===== config.mk =====
export PLATFORM = sky130hd
export DESIGN_NAME = net_layer_seq
export DESIGN_NICKNAME = d
export VERILOG_FILES = /design/src/rtl/net_layer_seq.sv
export SDC_FILE = /design/constraint.sdc
export NUM_CORES = 1
export LEC_CHECK = 0
export BUFFER_PORTS_ARGS = -buffer_cell sky130_fd_sc_hd__buf_2
export CAP_MARGIN = 20
export CORE_ASPECT_RATIO = 0.6
export CORE_MARGIN = 2
export CORE_UTILIZATION = 35
export DETAILED_ROUTE_END_ITERATION = 10
export SLEW_MARGIN = 20
export SYNTH_ARGS = -nofsm -noshare
export SYNTH_HDL_FRONTEND = slang
export SYNTH_SLANG_ARGS = --single-unit

===== constraint.sdc =====
create_clock -name clk -period 1.9 [get_ports clk]
set_input_delay 0.57 -clock clk [delete_from_list [all_inputs] [get_ports clk]]
set_output_delay 0.57 -clock clk [all_outputs]
set_load 0.02 [all_outputs]

===== src/rtl/net_layer_seq.sv =====
// Sequencer for one fully-connected layer on a shared FP32 MAC and activation unit.
// Build option: define LAYER_SEQ_BIAS_EN to add a per-neuron bias MAC (operand 1.0).
module net_layer_seq #(
  parameter int NI = 2,
  parameter int NO = 4,
  parameter int AW = 8,
  localparam int XW = (NI > 1) ? $clog2(NI) : 1,
  localparam int YW = (NO > 1) ? $clog2(NO) : 1
) (
  input  logic          clk,
  input  logic          rst_n,
  input  logic          start,
  output logic          busy,
  output logic          done,
  output logic [AW-1:0] w_addr,
  output logic [XW-1:0] x_sel,
  output logic          mac_clr,
  output logic          mac_req,
  input  logic          mac_ack,
  output logic          act_req,
  input  logic          act_ack,
  output logic          y_we,
  output logic [YW-1:0] y_idx
);

  typedef enum logic [3:0] {
    S_IDLE, S_CLR, S_MAC, S_GAP, S_BGAP, S_BIAS, S_ACT, S_WB, S_DONE
  } state_t;

  localparam logic [AW-1:0] LAST_W    = AW'(NI * NO - 1);
  localparam logic [AW-1:0] BIAS_BASE = AW'(NI * NO);
  localparam logic [XW-1:0] LAST_I    = XW'(NI - 1);
  localparam logic [YW-1:0] LAST_J    = YW'(NO - 1);

  state_t        r_state, w_state_nxt;
  logic [XW-1:0] r_i, w_i_nxt;
  logic [YW-1:0] r_j, w_j_nxt;
  logic [AW-1:0] r_wcnt, w_wcnt_nxt;

  logic          w_busy_d, w_done_d, w_mac_clr_d, w_mac_req_d, w_act_req_d, w_y_we_d;
  logic [AW-1:0] w_addr_d;

  // NOTE: sequential state uses non-blocking (<=) so every flop samples pre-edge values.
  always_ff @(posedge clk or negedge rst_n) begin
    if (!rst_n) begin
      r_state <= S_IDLE;
      r_i     <= '0;
      r_j     <= '0;
      r_wcnt  <= '0;
    end else begin
      r_state <= w_state_nxt;
      r_i     <= w_i_nxt;
      r_j     <= w_j_nxt;
      r_wcnt  <= w_wcnt_nxt;
    end
  end

  // NOTE: every comb output gets a default first, so no path can infer a latch.
  always_comb begin
    w_state_nxt = r_state;
    w_i_nxt     = r_i;
    w_j_nxt     = r_j;
    w_wcnt_nxt  = r_wcnt;
    case (r_state)
      S_IDLE: if (start) begin
        w_state_nxt = S_CLR;
        w_i_nxt     = '0;
        w_j_nxt     = '0;
        w_wcnt_nxt  = '0;
      end
      S_CLR: w_state_nxt = S_MAC;
      S_MAC: if (mac_ack) begin
        // Wrap keeps the running address inside the weight block after the last neuron.
        w_wcnt_nxt = (r_wcnt == LAST_W) ? '0 : r_wcnt + AW'(1);
        if (r_i == LAST_I) begin
          w_i_nxt = '0;
`ifdef LAYER_SEQ_BIAS_EN
          w_state_nxt = S_BGAP;
`else
          w_state_nxt = S_ACT;
`endif
        end else begin
          w_i_nxt     = r_i + XW'(1);
          w_state_nxt = S_GAP;
        end
      end
      S_GAP: w_state_nxt = S_MAC;
`ifdef LAYER_SEQ_BIAS_EN
      S_BGAP: w_state_nxt = S_BIAS;
      S_BIAS: if (mac_ack) w_state_nxt = S_ACT;
`endif
      S_ACT: if (act_ack) w_state_nxt = S_WB;
      S_WB: begin
        if (r_j == LAST_J) begin
          w_state_nxt = S_DONE;
        end else begin
          w_j_nxt     = r_j + YW'(1);
          w_state_nxt = S_CLR;
        end
      end
      S_DONE:  w_state_nxt = S_IDLE;
      default: w_state_nxt = S_IDLE;
    endcase
  end

  // Outputs are decoded from the next state and registered, so they line up with r_state.
  always_comb begin
    w_busy_d    = (w_state_nxt != S_IDLE) && (w_state_nxt != S_DONE);
    w_done_d    = (w_state_nxt == S_DONE);
    w_mac_clr_d = (w_state_nxt == S_CLR);
    w_mac_req_d = (w_state_nxt == S_MAC) || (w_state_nxt == S_BIAS);
    w_act_req_d = (w_state_nxt == S_ACT);
    w_y_we_d    = (w_state_nxt == S_WB);
    w_addr_d    = w_wcnt_nxt;
`ifdef LAYER_SEQ_BIAS_EN
    if ((w_state_nxt == S_BGAP) || (w_state_nxt == S_BIAS))
      w_addr_d = BIAS_BASE + AW'(w_j_nxt);
`endif
  end

  always_ff @(posedge clk or negedge rst_n) begin
    if (!rst_n) begin
      busy    <= 1'b0;
      done    <= 1'b0;
      mac_clr <= 1'b0;
      mac_req <= 1'b0;
      act_req <= 1'b0;
      y_we    <= 1'b0;
      w_addr  <= '0;
      x_sel   <= '0;
      y_idx   <= '0;
    end else begin
      busy    <= w_busy_d;
      done    <= w_done_d;
      mac_clr <= w_mac_clr_d;
      mac_req <= w_mac_req_d;
      act_req <= w_act_req_d;
      y_we    <= w_y_we_d;
      w_addr  <= w_addr_d;
      x_sel   <= w_i_nxt;
      y_idx   <= w_j_nxt;
    end
  end

endmodule


# Yosys cells after proc, flatten, opt, wreduce, memory -nomap -nowiden
# Index checks and enable logic that the tools add are counted.
[word_totals] input_bits=5 out_inout_bits=17 reg_bits=21
[classes] n_addsub=3 n_mux=17 n_reduce_logical=9 n_eq_ne=17
[op_table] cell="two-way mux 8 bit" count=3
[op_table] cell="== test 4 x 3 -> 1 bit (second input constant)" count=5
[op_table] cell="one-hot mux 4 bit (5 select lines)" count=1
[op_table] cell="two-way mux 4 bit" count=4
[op_table] cell="one-hot mux 8 bit (2 select lines)" count=1
[op_table] cell="== test 4 x 2 -> 1 bit (second input constant)" count=3
[op_table] cell="adder 8 x 1 -> 8 bit (second input constant)" count=1
[op_table] cell="== test 4 x 1 -> 1 bit (second input constant)" count=2
[op_table] cell="== test 8 x 3 -> 1 bit (second input constant)" count=1
[op_table] cell="inequality test 2 bit (second input constant)" count=3
[op_table] cell="AND reduction 3 bit" count=2
[op_table] cell="== test 4 bit (second input constant)" count=1
[op_table] cell="zero test 4 bit" count=1
[op_table] cell="two-way mux 2 bit" count=2
[op_table] cell="inequality test 4 bit (second input constant)" count=1
[op_table] cell="one-hot mux 2 bit (2 select lines)" count=1
[op_table] cell="nonzero test 2 bit" count=2
[op_table] cell="nonzero test 4 bit" count=1
[op_table] cell="two-way mux 1 bit" count=3
[op_table] cell="two-way mux 3 bit" count=1
[op_table] cell="adder 2 x 1 -> 2 bit (second input constant)" count=1
[op_table] cell="== test 2 bit (second input constant)" count=1
[op_table] cell="one-hot mux 1 bit (2 select lines)" count=1
[op_table] cell="OR reduction 2 bit" count=1
[op_table] cell="3 further kinds" count=3

# Longest topological paths before layout
# Gate-level depths: netlist (run 1).
[depth] word_depth=5 ltp_mapped=5 ltp_nobuf=5

# Worst setup path before layout (run 1)
# OpenSTA, ideal clock, no wires.
[synth_timing] kind="register -> register" start="register, netlist name w_addr[0]" end="register w_addr[5]" t_arrival_ns=1.580 required_time_ns=1.779 setup_time_ns=0.121 path_slack_ns=0.199 path_stages_with_launch=6 period_less_slack_ns=1.701 path_cell_list="dfrtp_1 ha_1 nor4bb_1 a21o_4 o21ai_0 a22o_1"
[synth_rtl] item="end signal, assigned" line="139" source="w_addr <= w_addr_d;"
[synth_rtl] item="end, declared" line="15" source="output logic [AW-1:0] w_addr,"

# Worst setup path after layout (run 1)
[layout_timing] start="register r_state[0]" end="register w_addr[5]"
[layout_between] elab_chain_cells=3 elab_cells_between_ends=7
[layout_rtl] item="start, declared" line="35" source="state_t r_state, w_state_nxt;"
[layout_rtl] item="start signal, assigned" line="51" source="r_state <= w_state_nxt;"
[layout_rtl] item="== test 4 x 2 -> 1 bit or zero test 4 bit (tied branches)" line="64" source="case (r_state)"
[layout_rtl] item="inequality test 2 bit (no source line) or nonzero test 2 bit (tied branches)"
[layout_rtl] item="AND reduction 3 bit (no source line)"
# Several ways; a longest one is shown, not always the timed one.
# A chain may end at the register's enable or synchronous reset.

==> impl_metrics.xml, run 1 <==
<?xml version="1.0" encoding="UTF-8"?>
<metrics>
  <group name="min_path">
    <metric name="hold_path.class" unit="">in -&gt; async</metric>
  </group>
  <group name="setup_path">
    <metric name="timing.critical_path.required" unit="ns">2.11</metric>
    <metric name="cp_max_fo" unit="">11</metric>
    <metric name="worst_r2r_path_depth" unit="">4</metric>
    <metric name="cp_data_arrival_time" unit="ns">2.00</metric>
    <metric name="worst-setup-path-type" unit="">reg -&gt; reg</metric>
    <metric name="worst_reg_to_reg_setup_slack" unit="ns">0.11</metric>
    <metric name="r2r_end" unit="">w_addr[5]</metric>
    <metric name="worst_setup_path_start_kind" unit="">flip-flop</metric>
    <metric name="timing.critical_path.to_type" unit="">flip-flop</metric>
    <metric name="start_of_the_worst_register_to_register_path" unit="">r_state[0]</metric>
    <metric name="crit_end" unit="">w_addr[5]</metric>
    <metric name="crit_path_start" unit="">r_state[0]</metric>
  </group>
  <group name="floorplan">
    <metric name="design.die.area" unit="sq mm">0.003368</metric>
    <metric name="die_h" unit="microns">45.76</metric>
    <metric name="fp-row-count" unit="">15</metric>
    <metric name="io-pin-count" unit="">22</metric>
    <metric name="chipWidth" unit="microns">73.60</metric>
    <metric name="core-area" unit="sq mm">0.002815</metric>
    <metric name="floorplan.initialDensity" unit="">0.3613</metric>
  </group>
  <group name="global_routing">
    <metric name="grt_start_max_net_pins" unit="">22</metric>
    <metric name="grt_use_total" unit="">0.1318</metric>
    <metric name="grt_overflow" unit="">0</metric>
    <metric name="antenna_found_initial" unit="">0</metric>
    <metric name="grt_pass1_vias" unit="">676</metric>
    <metric name="grt_pass1_wl" unit="microns">3215</metric>
  </group>
  <group name="routing">
    <metric name="route.detailed.vias_per_inst" unit="">5.220</metric>
    <metric name="wire_per_inst" unit="microns">13.77</metric>
    <metric name="finalWirelength" unit="microns">2066</metric>
    <metric name="first_pass_iters" unit="">4</metric>
    <metric name="post-route-drc-count" unit="">0</metric>
    <metric name="vias" unit="">783</metric>
    <metric name="antenna_violating_nets_post_route" unit="">0</metric>
    <metric name="drtIter0Drc" unit="">25</metric>
  </group>
  <group name="yosys">
    <metric name="synth_edf_count" unit="">0</metric>
    <metric name="ys_seq_area_frac" unit="">0.5166</metric>
    <metric name="synthesis.area" unit="sq mm">0.001017</metric>
    <metric name="yosysTopAreaCell" unit="">sky130_fd_sc_hd__dfrtp_1</metric>
    <metric name="syn-num-nets" unit="">99</metric>
    <metric name="syn-instance-count" unit="">92</metric>
    <metric name="ys.flop_type" unit="">sky130_fd_sc_hd__dfrtp_1</metric>
    <metric name="post_synth_num_cell_types" unit="">33</metric>
    <metric name="synthesis_warnings" unit="">0</metric>
    <metric name="synthArstFlopShare" unit="">1.000</metric>
    <metric name="synth_area_per_cell" unit="sq um">11.06</metric>
    <metric name="netlist.area_leader.share" unit="">0.5166</metric>
    <metric name="ys_seq_elements" unit="">21</metric>
    <metric name="netlist_top_cells_area" unit="">sky130_fd_sc_hd__dfrtp_1 52%, sky130_fd_sc_hd__o21ai_0 4.9%, sky130_fd_sc_hd__and3_1 3.7%, sky130_fd_sc_hd__a22o_1 3.4%, sky130_fd_sc_hd__ha_1 2.5%</metric>
  </group>
  <group name="sta">
    <metric name="clock.fmax" unit="MHz">559.6</metric>
    <metric name="fin_skew" unit="ns">0.009072</metric>
    <metric name="timing.final.crit_period" unit="ns">1.787</metric>
    <metric name="final_max_slew_viol_count" unit="">0</metric>
    <metric name="hold_ws" unit="ns">0.2494</metric>
    <metric name="max_slew_headroom_at_the_worst_pin" unit="">0.6352</metric>
    <metric name="grt_setup_unrepaired" unit="">false</metric>
    <metric name="timing.final.crit_share" unit="">0.9406</metric>
    <metric name="finalHoldViolCount" unit="">0</metric>
    <metric name="setup_tns" unit="ns">0</metric>
    <metric name="endpoints_failing_setup" unit="">0</metric>
    <metric name="worst-slew-pin-transition" unit="ns">0.5395</metric>
    <metric name="final_critical_path_setup_slack" unit="ns">0.1129</metric>
  </group>
  <group name="clock_tree">
    <metric name="cts_max_level" unit="">1</metric>
    <metric name="postCtsResizedCells" unit="">0</metric>
    <metric name="cts.clk_slew.worst_paths" unit="ns">0.08</metric>
    <metric name="numCtsBuffers" unit="">3</metric>
    <metric name="cts_hold_repair.buffers" unit="">0</metric>
    <metric name="clk_latency" unit="ns">0.27</metric>
    <metric name="maximum_clock_path_buffer_count" unit="">2</metric>
    <metric name="cts_root_buf" unit="">sky130_fd_sc_hd__clkbuf_8</metric>
    <metric name="tritoncts" unit="">done</metric>
    <metric name="cts_post_setup_buffers_inserted" unit="">0</metric>
    <metric name="cts.sinks" unit="">21</metric>
  </group>
  <group name="flow_run">
    <metric name="timing.max_cap.violations" unit="">0</metric>
  </group>
  <group name="placement">
    <metric name="io_buffers" unit="">21</metric>
    <metric name="hpwl" unit="microns">1508</metric>
    <metric name="dp_cells" unit="">146</metric>
    <metric name="pre_cts_ws" unit="ns">0.05289</metric>
    <metric name="gp_congestion" unit="">0.7791</metric>
  </group>
  <group name="finish">
    <metric name="final_layout_size_suffix_gt1_frac" unit="">0.3190</metric>
    <metric name="post_layout_nonfiller_instances" unit="">150</metric>
    <metric name="synthToLayoutAreaGrowth" unit="%">18.94</metric>
    <metric name="finish.net_count" unit="">124</metric>
    <metric name="final_core_util" unit="">0.4298</metric>
    <metric name="antenna-diode-count" unit="">0</metric>
    <metric name="mostFrequentLayoutCells" unit="">21 x sky130_fd_sc_hd__dfrtp_1, 21 x sky130_fd_sc_hd__buf_2, 10 x sky130_fd_sc_hd__o21ai_0</metric>
    <metric name="filler_cell_count" unit="">281</metric>
  </group>
  <group name="power">
    <metric name="p_leak" unit="nW">0.6141</metric>
    <metric name="worst_ir_drop_vdd" unit="V">0.0007277</metric>
    <metric name="power_per_cell_area" unit="mW/mm^2">1464</metric>
  </group>
  <group name="status">
    <metric name="run_status" unit="">complete, no violations</metric>
  </group>
</metrics>
[cells in the mapped netlist (2+ instances only)]
cell type and n:
sky130_fd_sc_hd__and3_1 6, sky130_fd_sc_hd__ha_1 2, sky130_fd_sc_hd__dfrtp_1 21, sky130_fd_sc_hd__nor3_1 3, sky130_fd_sc_hd__nor4b_1 2, sky130_fd_sc_hd__nand3_1 3
sky130_fd_sc_hd__nand2_1 3, sky130_fd_sc_hd__nor2b_1 4, sky130_fd_sc_hd__and2_1 2, sky130_fd_sc_hd__a22o_1 4, sky130_fd_sc_hd__mux2_2 2, sky130_fd_sc_hd__o21ai_0 10
sky130_fd_sc_hd__buf_2 3, sky130_fd_sc_hd__a21oi_1 2, sky130_fd_sc_hd__nor2_1 5, sky130_fd_sc_hd__inv_1 3
[cell families after synthesis]
logic type,Yosys count,share of synthesized area
compound gates,21,0.1525
fa+ha+maj,2,0.02460
buf+inv,7,0.03689
flops,21,0.5166
mux,3,0.03198
simple gates,38,0.2374
[power breakdown]
part | switching [mW] | internal (mW) | total, mW | leakage, nW
Sequential | 0.135 | 0.570 | 0.705 | 0.275
Clock | 0.151 | 0.148 | 0.299 | 0.0217
Combinational | 0.453 | 0.314 | 0.768 | 0.318
Total | 0.739 | 1.03 | 1.77 | 0.614
[through the flow]
stage	instance area [sq um]	total power, mW
CTS	1210	1.788
global route	1210	1.898
global placement	1161	1.458
floorplan	1017	1.258
detailed placement	1161	1.477
finish	1210	1.772
[cell type report]
| type | instances | area, sq um | share of cell area |
|---|---|---|---|
| Sequential cell | 21 | 525.5 | 0.4343 |
| Multi-Input combinational cell | 64 | 454.2 | 0.3754 |
| Timing Repair Buffer | 24 | 127.6 | 0.1055 |
| Tap cell | 34 | 42.54 | 0.03516 |
| Clock buffer | 3 | 41.29 | 0.03413 |
| Inverter | 3 | 11.26 | 0.009307 |
| Clock inverter | 1 | 7.507 | 0.006205 |
[worst min path at each step]
stage               startpoint   endpoint  slack, ns  depth (start not counted)
floorplan                rst_n    act_req       0.27                          0
global placement     w_addr[1]  w_addr[1]       0.55                          2
detailed placement   w_addr[1]  w_addr[1]       0.54                          2
CTS                      rst_n    act_req       0.26                          1
global route             rst_n  w_addr[5]       0.27                          1
finish                   rst_n  w_addr[5]       0.25                          1
[critical path, stage by stage (launching register included)]
cell and delay (ns):
sky130_fd_sc_hd__dfrtp_1 0.49, sky130_fd_sc_hd__or4b_4 0.62, sky130_fd_sc_hd__a21o_4 0.24, sky130_fd_sc_hd__o21ai_0 0.21
sky130_fd_sc_hd__a22o_1 0.17
[flip-flops by register name, indices dropped and copies added, names as in the netlist]
name and count:
y_idx 2, mac_clr 1, act_req 1, w_addr 8, r_state 4, busy 1, y_we 1, mac_req 1
x_sel 1, done 1
[layer usage]
metal,track usage,vias to the layer above,wire length [microns]
met4,0.04727,0,17
met3,0.03319,2,86
li1,-,384,-
met2,0.1804,22,876
met5,0,-,0
met1,0.2003,375,1084
(Power assumes the default switching activity.)
==> inputs of run 2 (changes only) <==
--- a/config.mk
+++ b/config.mk
@@ -10,6 +10,7 @@
 export CORE_ASPECT_RATIO = 0.6
 export CORE_MARGIN = 2
 export CORE_UTILIZATION = 35
+export CTS_BUF_LIST = sky130_fd_sc_hd__clkbuf_16
 export DETAILED_ROUTE_END_ITERATION = 10
 export SLEW_MARGIN = 20
 export SYNTH_ARGS = -nofsm -noshare
==> constraint.sdc (replaced) <==
create_clock -name clk -period 2.3 [get_ports clk]
set_input_delay 0.69 -clock clk [delete_from_list [all_inputs] [get_ports clk]]
set_output_delay 0.69 -clock clk [all_outputs]
set_load 0.02 [all_outputs]
==> run 2 against run 1 <==
Effect of this change: utilization grew 0.67 points; total power is 10% lower; critical path depth decreased by 1; clock power is 23% higher; via count is 0.13% lower; largest power group unchanged.
==> impl_metrics.xml, run 2 (synthesis gave the netlist of run 1 again) <==
<?xml version="1.0" encoding="UTF-8"?>
<metrics>
  <group name="setup_path">
    <metric name="critical_path.cell_chain" unit="">or4b_1 -&gt; a21oi_2 -&gt; mux2_2</metric>
    <metric name="cp_max_fo" unit="">11</metric>
    <metric name="cp_data_arrival_time" unit="ns">1.96</metric>
    <metric name="worst_setup_path_start_kind" unit="">flip-flop</metric>
    <metric name="critical_path.slowest_cell" unit="">sky130_fd_sc_hd__or4b_1</metric>
    <metric name="worst-setup-path-type" unit="">reg -&gt; reg</metric>
    <metric name="timing.critical_path.required" unit="ns">2.44</metric>
    <metric name="worst_r2r_path_depth" unit="">3</metric>
    <metric name="timing.critical_path.to_type" unit="">flip-flop</metric>
    <metric name="worst_path_largest_cell_delay" unit="ns">0.57</metric>
  </group>
  <group name="sta">
    <metric name="clock.fmax" unit="MHz">550.4</metric>
    <metric name="final_max_slew_viol_count" unit="">0</metric>
    <metric name="finalHoldViolCount" unit="">0</metric>
    <metric name="timing.final.crit_period" unit="ns">1.817</metric>
    <metric name="max_slew_headroom_at_the_worst_pin" unit="">0.6381</metric>
    <metric name="timing.final.crit_share" unit="">0.7899</metric>
    <metric name="worst-slew-pin-transition" unit="ns">0.5353</metric>
    <metric name="setup_tns" unit="ns">0</metric>
    <metric name="endpoints_failing_setup" unit="">0</metric>
    <metric name="grt_setup_unrepaired" unit="">false</metric>
    <metric name="final_critical_path_setup_slack" unit="ns">0.4833</metric>
    <metric name="fin_skew" unit="ns">0.001796</metric>
  </group>
  <group name="finish">
    <metric name="final_core_util" unit="">0.4364</metric>
    <metric name="largest_register" unit="">w_addr</metric>
    <metric name="finish.net_count" unit="">122</metric>
    <metric name="post_layout_nonfiller_instances" unit="">148</metric>
    <metric name="largest_register_ffs" unit="">8</metric>
    <metric name="top_regs" unit="">w_addr: 8 flops, r_state: 4 flops, y_idx: 2 flops</metric>
    <metric name="synthToLayoutAreaGrowth" unit="%">20.79</metric>
    <metric name="antenna-diode-count" unit="">0</metric>
    <metric name="filler_cell_count" unit="">279</metric>
    <metric name="mostFrequentLayoutCells" unit="">21 x sky130_fd_sc_hd__dfrtp_1, 21 x sky130_fd_sc_hd__buf_2, 10 x sky130_fd_sc_hd__o21ai_0</metric>
    <metric name="final_area" unit="sq mm">0.001229</metric>
    <metric name="final_layout_size_suffix_gt1_frac" unit="">0.3070</metric>
  </group>
  <group name="power">
    <metric name="power_per_cell_area" unit="mW/mm^2">1293</metric>
    <metric name="worst_ir_drop_vdd" unit="V">0.0005304</metric>
    <metric name="p_leak" unit="nW">0.6187</metric>
  </group>
  <group name="routing">
    <metric name="wire_per_inst" unit="microns">14.53</metric>
    <metric name="route.detailed.vias_per_inst" unit="">5.284</metric>
    <metric name="vias" unit="">782</metric>
    <metric name="antenna_violating_nets_post_route" unit="">0</metric>
    <metric name="drtIter0Drc" unit="">47</metric>
    <metric name="post-route-drc-count" unit="">0</metric>
    <metric name="first_pass_iters" unit="">4</metric>
    <metric name="finalWirelength" unit="microns">2150</metric>
  </group>
  <group name="clock_tree">
    <metric name="cts_hold_repair.buffers" unit="">0</metric>
    <metric name="cts_max_level" unit="">1</metric>
    <metric name="tritoncts" unit="">done</metric>
    <metric name="maximum_clock_path_buffer_count" unit="">2</metric>
    <metric name="cts_post_setup_buffers_inserted" unit="">0</metric>
    <metric name="cts.sinks" unit="">21</metric>
    <metric name="cts.clk_slew.worst_paths" unit="ns">0.06</metric>
    <metric name="numCtsBuffers" unit="">3</metric>
    <metric name="postCtsResizedCells" unit="">0</metric>
    <metric name="clk_latency" unit="ns">0.25</metric>
    <metric name="cts_root_buf" unit="">sky130_fd_sc_hd__clkbuf_16</metric>
  </group>
  <group name="placement">
    <metric name="hpwl" unit="microns">1582</metric>
    <metric name="gp_congestion" unit="">0.7683</metric>
    <metric name="io_buffers" unit="">21</metric>
    <metric name="place_area" unit="sq mm">0.001146</metric>
    <metric name="pre_cts_ws" unit="ns">0.2861</metric>
    <metric name="dp_cells" unit="">144</metric>
  </group>
  <group name="floorplan">
    <metric name="chipWidth" unit="microns">73.60</metric>
    <metric name="fp-row-count" unit="">15</metric>
    <metric name="design.die.area" unit="sq mm">0.003368</metric>
    <metric name="io-pin-count" unit="">22</metric>
    <metric name="core-area" unit="sq mm">0.002815</metric>
    <metric name="die_h" unit="microns">45.76</metric>
    <metric name="floorplan.initialDensity" unit="">0.3613</metric>
  </group>
  <group name="status">
    <metric name="run_status" unit="">complete, no violations</metric>
  </group>
  <group name="global_routing">
    <metric name="grt_overflow" unit="">0</metric>
    <metric name="grt_start_max_net_pins" unit="">22</metric>
    <metric name="grt_pass1_vias" unit="">745</metric>
    <metric name="grt_pass1_wl" unit="microns">3436</metric>
    <metric name="grt_use_total" unit="">0.1370</metric>
    <metric name="antenna_found_initial" unit="">0</metric>
  </group>
  <group name="flow_run">
    <metric name="timing.max_cap.violations" unit="">0</metric>
  </group>
  <group name="min_path">
    <metric name="hold_path.class" unit="">in -&gt; async</metric>
  </group>
</metrics>
run 2: cell types whose count changed in the layout (fill, tap and decap cells not counted):
cell / delta
sky130_fd_sc_hd__clkbuf_16: +3
sky130_fd_sc_hd__clkbuf_8: -3
sky130_fd_sc_hd__buf_4: -2
run 2: final timing paths:
kind | startpoint | end | slack, ns
max reg2reg | r_state[0] | y_idx[0] | 0.48
min | rst_n | w_addr[6] | 0.39
min reg2reg | w_addr[1] | w_addr[1] | 0.54
min in group clk | w_addr[1] | w_addr[1] | 0.54
max in group asynchronous | rst_n | w_addr[7] | 1.58
max | r_state[0] | y_idx[0] | 0.48
run 2: metal layers:
metal  GRT usage  part of all wire  up-vias  routed length [microns]
li1            -                 -      381                        -
met1      0.1872              0.49      381                     1061
met2      0.1982              0.45       20                      960
met3     0.06416             0.059        0                      127
met4     0.03273                 0        0                        0
met5           0                 0        -                        0
run 2: through the flow:
stage / power, mW / hold slack, ns
2_1_floorplan: 1.039 / 0.3944
3_3_place_gp: 1.193 / 0.5260
3_5_place_dp: 1.222 / 0.5361
4_1_cts: 1.599 / 0.4035
5_1_grt: 1.687 / 0.4170
6_report: 1.589 / 0.3898
run 2: power breakdown:
group          internal [mW]  total (mW)  switching, mW
sequential             0.472       0.586          0.114
combinational          0.252       0.634          0.383
clock                  0.235       0.369          0.133
run 2: final cells by class:
cell class	count	area (sq um)	area share
clock buffers	3	75.07	0.06110
multi-input cells	64	454.2	0.3697
clock inverters	1	7.507	0.006110
well taps	34	42.54	0.03462
flip-flops and latches	21	525.5	0.4277
inverters	3	11.26	0.009165
repair buffers	22	112.6	0.09165
run 2: worst max-delay path: cells and delay by family, from the launching register on:
family	cells	cell delay, ns
AND/OR/NAND/NOR	1	0.57
AO/OA/AOI/OAI	1	0.26
flip-flops	1	0.49
multiplexers	1	0.37
==> inputs of run 3 (changes only) <==
==> constraint.sdc (replaced) <==
create_clock -name clk -period 1.8 [get_ports clk]
set_input_delay 0.54 -clock clk [delete_from_list [all_inputs] [get_ports clk]]
set_output_delay 0.54 -clock clk [all_outputs]
set_load 0.02 [all_outputs]
==> run 3 against run 2 <==
Effect of this change: sequential share of layout area is 1.2 points lower; final area is 3.2% higher; critical path depth stayed put; cell count is 2.0% higher; fmax is 5.7% higher.
==> impl_metrics.xml, run 3 (synthesis gave the netlist of run 1 again) <==
<?xml version="1.0" encoding="UTF-8"?>
<metrics>
  <group name="status">
    <metric name="run_status" unit="">complete, no violations</metric>
  </group>
  <group name="routing">
    <metric name="finalWirelength" unit="microns">2147</metric>
    <metric name="first_pass_iters" unit="">4</metric>
    <metric name="post-route-drc-count" unit="">0</metric>
    <metric name="drtIter0Drc" unit="">44</metric>
    <metric name="route.detailed.vias_per_inst" unit="">5.212</metric>
    <metric name="vias" unit="">787</metric>
    <metric name="antenna_violating_nets_post_route" unit="">0</metric>
    <metric name="wire_per_inst" unit="microns">14.22</metric>
  </group>
  <group name="setup_path">
    <metric name="worst_r2r_path_depth" unit="">3</metric>
    <metric name="timing.critical_path.buf_inv" unit="">0</metric>
    <metric name="worst_setup_path_start_kind" unit="">flip-flop</metric>
    <metric name="worst-setup-path-type" unit="">reg -&gt; reg</metric>
    <metric name="start_of_the_worst_register_to_register_path" unit="">r_state[1]</metric>
    <metric name="timing.critical_path.required" unit="ns">1.93</metric>
    <metric name="cp_max_fo" unit="">8</metric>
    <metric name="worst_path_largest_cell_delay" unit="ns">0.59</metric>
    <metric name="cp_data_arrival_time" unit="ns">1.85</metric>
    <metric name="timing.critical_path.to_type" unit="">flip-flop</metric>
    <metric name="r2r_end" unit="">y_idx[0]</metric>
    <metric name="critical_path.slowest_cell" unit="">sky130_fd_sc_hd__or4b_1</metric>
    <metric name="worst_reg_to_reg_setup_slack" unit="ns">0.08</metric>
    <metric name="critical_path.cell_chain" unit="">or4b_1 -&gt; a21oi_4 -&gt; mux2_2</metric>
    <metric name="critPathTopFamily" unit="">simple AND/OR/NAND/NOR gates</metric>
  </group>
  <group name="finish">
    <metric name="most_common_library_cell_in_the_layout_ignoring_fill_and_taps" unit="">sky130_fd_sc_hd__buf_2</metric>
    <metric name="final_core_util" unit="">0.4502</metric>
    <metric name="finish.net_count" unit="">125</metric>
    <metric name="antenna-diode-count" unit="">0</metric>
    <metric name="synthToLayoutAreaGrowth" unit="%">24.60</metric>
    <metric name="mostFrequentLayoutCells" unit="">21 x sky130_fd_sc_hd__buf_2, 20 x sky130_fd_sc_hd__dfrtp_1, 10 x sky130_fd_sc_hd__o21ai_0</metric>
    <metric name="largest_register_ffs" unit="">8</metric>
    <metric name="top_regs" unit="">w_addr: 8 flops, r_state: 4 flops, y_idx: 2 flops</metric>
    <metric name="largest_register" unit="">w_addr</metric>
    <metric name="final_layout_size_suffix_gt1_frac" unit="">0.3504</metric>
  </group>
  <group name="clock_tree">
    <metric name="maximum_clock_path_buffer_count" unit="">2</metric>
    <metric name="numCtsBuffers" unit="">3</metric>
    <metric name="cts_post_setup_buffers_inserted" unit="">0</metric>
    <metric name="cts_root_buf" unit="">sky130_fd_sc_hd__clkbuf_16</metric>
    <metric name="tritoncts" unit="">done</metric>
    <metric name="cts.clk_slew.worst_paths" unit="ns">0.06</metric>
    <metric name="clk_latency" unit="ns">0.25</metric>
    <metric name="cts_max_level" unit="">1</metric>
    <metric name="cts.sinks" unit="">21</metric>
  </group>
  <group name="sta">
    <metric name="worst-slew-pin-transition" unit="ns">0.4894</metric>
    <metric name="timing.final.crit_share" unit="">0.9545</metric>
    <metric name="max_slew_headroom_at_the_worst_pin" unit="">0.6691</metric>
    <metric name="timing.final.crit_period" unit="ns">1.718</metric>
    <metric name="final_max_slew_viol_count" unit="">0</metric>
    <metric name="clock.fmax" unit="MHz">582.1</metric>
    <metric name="grt_setup_unrepaired" unit="">true</metric>
    <metric name="fin_skew" unit="ns">0.002580</metric>
    <metric name="finalHoldViolCount" unit="">0</metric>
    <metric name="endpoints_failing_setup" unit="">0</metric>
    <metric name="setup_tns" unit="ns">0</metric>
  </group>
  <group name="placement">
    <metric name="hpwl" unit="microns">1608</metric>
    <metric name="gp_congestion" unit="">0.7933</metric>
    <metric name="io_buffers" unit="">21</metric>
  </group>
  <group name="power">
    <metric name="p_clk_frac" unit="">0.222</metric>
    <metric name="power_report.internal_total" unit="mW">1.253</metric>
    <metric name="combinationalPowerShare" unit="">0.412</metric>
    <metric name="p_switching" unit="mW">0.7941</metric>
    <metric name="power.share.sequential" unit="">0.366</metric>
    <metric name="worst_ir_drop_vdd" unit="V">0.0006832</metric>
    <metric name="p_sw_frac" unit="">0.3879</metric>
    <metric name="p_leak" unit="nW">0.6390</metric>
    <metric name="power_per_cell_area" unit="mW/mm^2">1615</metric>
  </group>
  <group name="global_routing">
    <metric name="antenna_found_initial" unit="">0</metric>
    <metric name="grt_pass1_vias" unit="">711</metric>
    <metric name="grt_use_total" unit="">0.1398</metric>
    <metric name="grt_pass1_wl" unit="microns">3470</metric>
    <metric name="grt_start_max_net_pins" unit="">22</metric>
    <metric name="grt_overflow" unit="">0</metric>
  </group>
  <group name="floorplan">
    <metric name="core-area" unit="sq mm">0.002815</metric>
    <metric name="chipWidth" unit="microns">73.60</metric>
    <metric name="design.die.area" unit="sq mm">0.003368</metric>
    <metric name="io-pin-count" unit="">22</metric>
    <metric name="die_h" unit="microns">45.76</metric>
    <metric name="fp-row-count" unit="">15</metric>
    <metric name="floorplan.initialDensity" unit="">0.3613</metric>
  </group>
  <group name="flow_run">
    <metric name="timing.max_cap.violations" unit="">0</metric>
  </group>
  <group name="min_path">
    <metric name="hold_path.class" unit="">in -&gt; async</metric>
  </group>
</metrics>
==> run 3: cell count changes in the layout (fill, tap and decap cells not counted) <==
cell,previous run,this run
sky130_fd_sc_hd__a21oi_2,1,0
sky130_fd_sc_hd__dfrtp_1,21,20
sky130_fd_sc_hd__a21oi_4,0,1
sky130_fd_sc_hd__clkinv_2,0,1
sky130_fd_sc_hd__or4_1,1,0
sky130_fd_sc_hd__nor4bb_1,1,0
sky130_fd_sc_hd__or4_4,0,1
sky130_fd_sc_hd__clkinvlp_4,1,0
sky130_fd_sc_hd__dfrtp_2,0,1
sky130_fd_sc_hd__nor4bb_2,0,1
sky130_fd_sc_hd__buf_4,1,4
==> run 3: worst max-delay path by stage <==
stage / start / endpoint / cells past startpoint
2_1_floorplan: w_addr[0] / w_addr[5] / 5
6_report: r_state[1] / y_idx[0] / 3
5_1_grt: w_addr[0] / w_addr[7] / 5
4_1_cts: r_state[0] / y_idx[0] / 3
3_3_place_gp: start / y_idx[0] / 4
3_5_place_dp: start / y_idx[0] / 4
==> run 3: layout make-up <==
type / count / area, sq um
Clock buffer: 3 / 75.07
Tap cell: 34 / 42.54
Clock inverter: 1 / 5.005
Multi-Input combinational cell: 64 / 471.7
Sequential cell: 21 / 526.8
Fill cell: 269 / 1548
Timing Repair Buffer: 25 / 135.1
Inverter: 3 / 11.26
==> run 3: repair_timing <==
item                                    4_1_cts  5_1_grt
hold buffers                                  0        0
endpoints found under the setup margin        0        6
resized for setup                             0        4
==> run 3: routing by layer <==
metal / global-route usage / share of wire
met5: 0 / 0
met4: 0.02182 / 0
met3: 0.05310 / 0.049
met2: 0.2000 / 0.43
met1: 0.2050 / 0.52
==> run 3: power by group through the flow <==
stage / Combinational (mW) / Sequential [mW] / Clock (mW)
after floorplan: 0.518 / 0.809 / 0
after global placement: 0.801 / 0.738 / 0
after detailed placement: 0.828 / 0.745 / 0
after CTS: 0.833 / 0.738 / 0.468
after global routing: 0.923 / 0.769 / 0.492
final: 0.844 / 0.748 / 0.455
==> run 3: stage by stage <==
stage / cells / hold WS [ns] / cell area (sq um) / worst slack [ns] / total power [mW]
2_1_floorplan: 92 / 0.2444 / 1017 / 0.09865 / 1.327
3_3_place_gp: 147 / 0.5236 / 1169 / 0.03999 / 1.538
3_5_place_dp: 147 / 0.5219 / 1169 / -0.01872 / 1.573
4_1_cts: 151 / 0.2546 / 1249 / 0.05544 / 2.039
5_1_grt: 151 / 0.2782 / 1267 / -0.004236 / 2.184
6_report: 151 / 0.2363 / 1267 / 0.08198 / 2.047
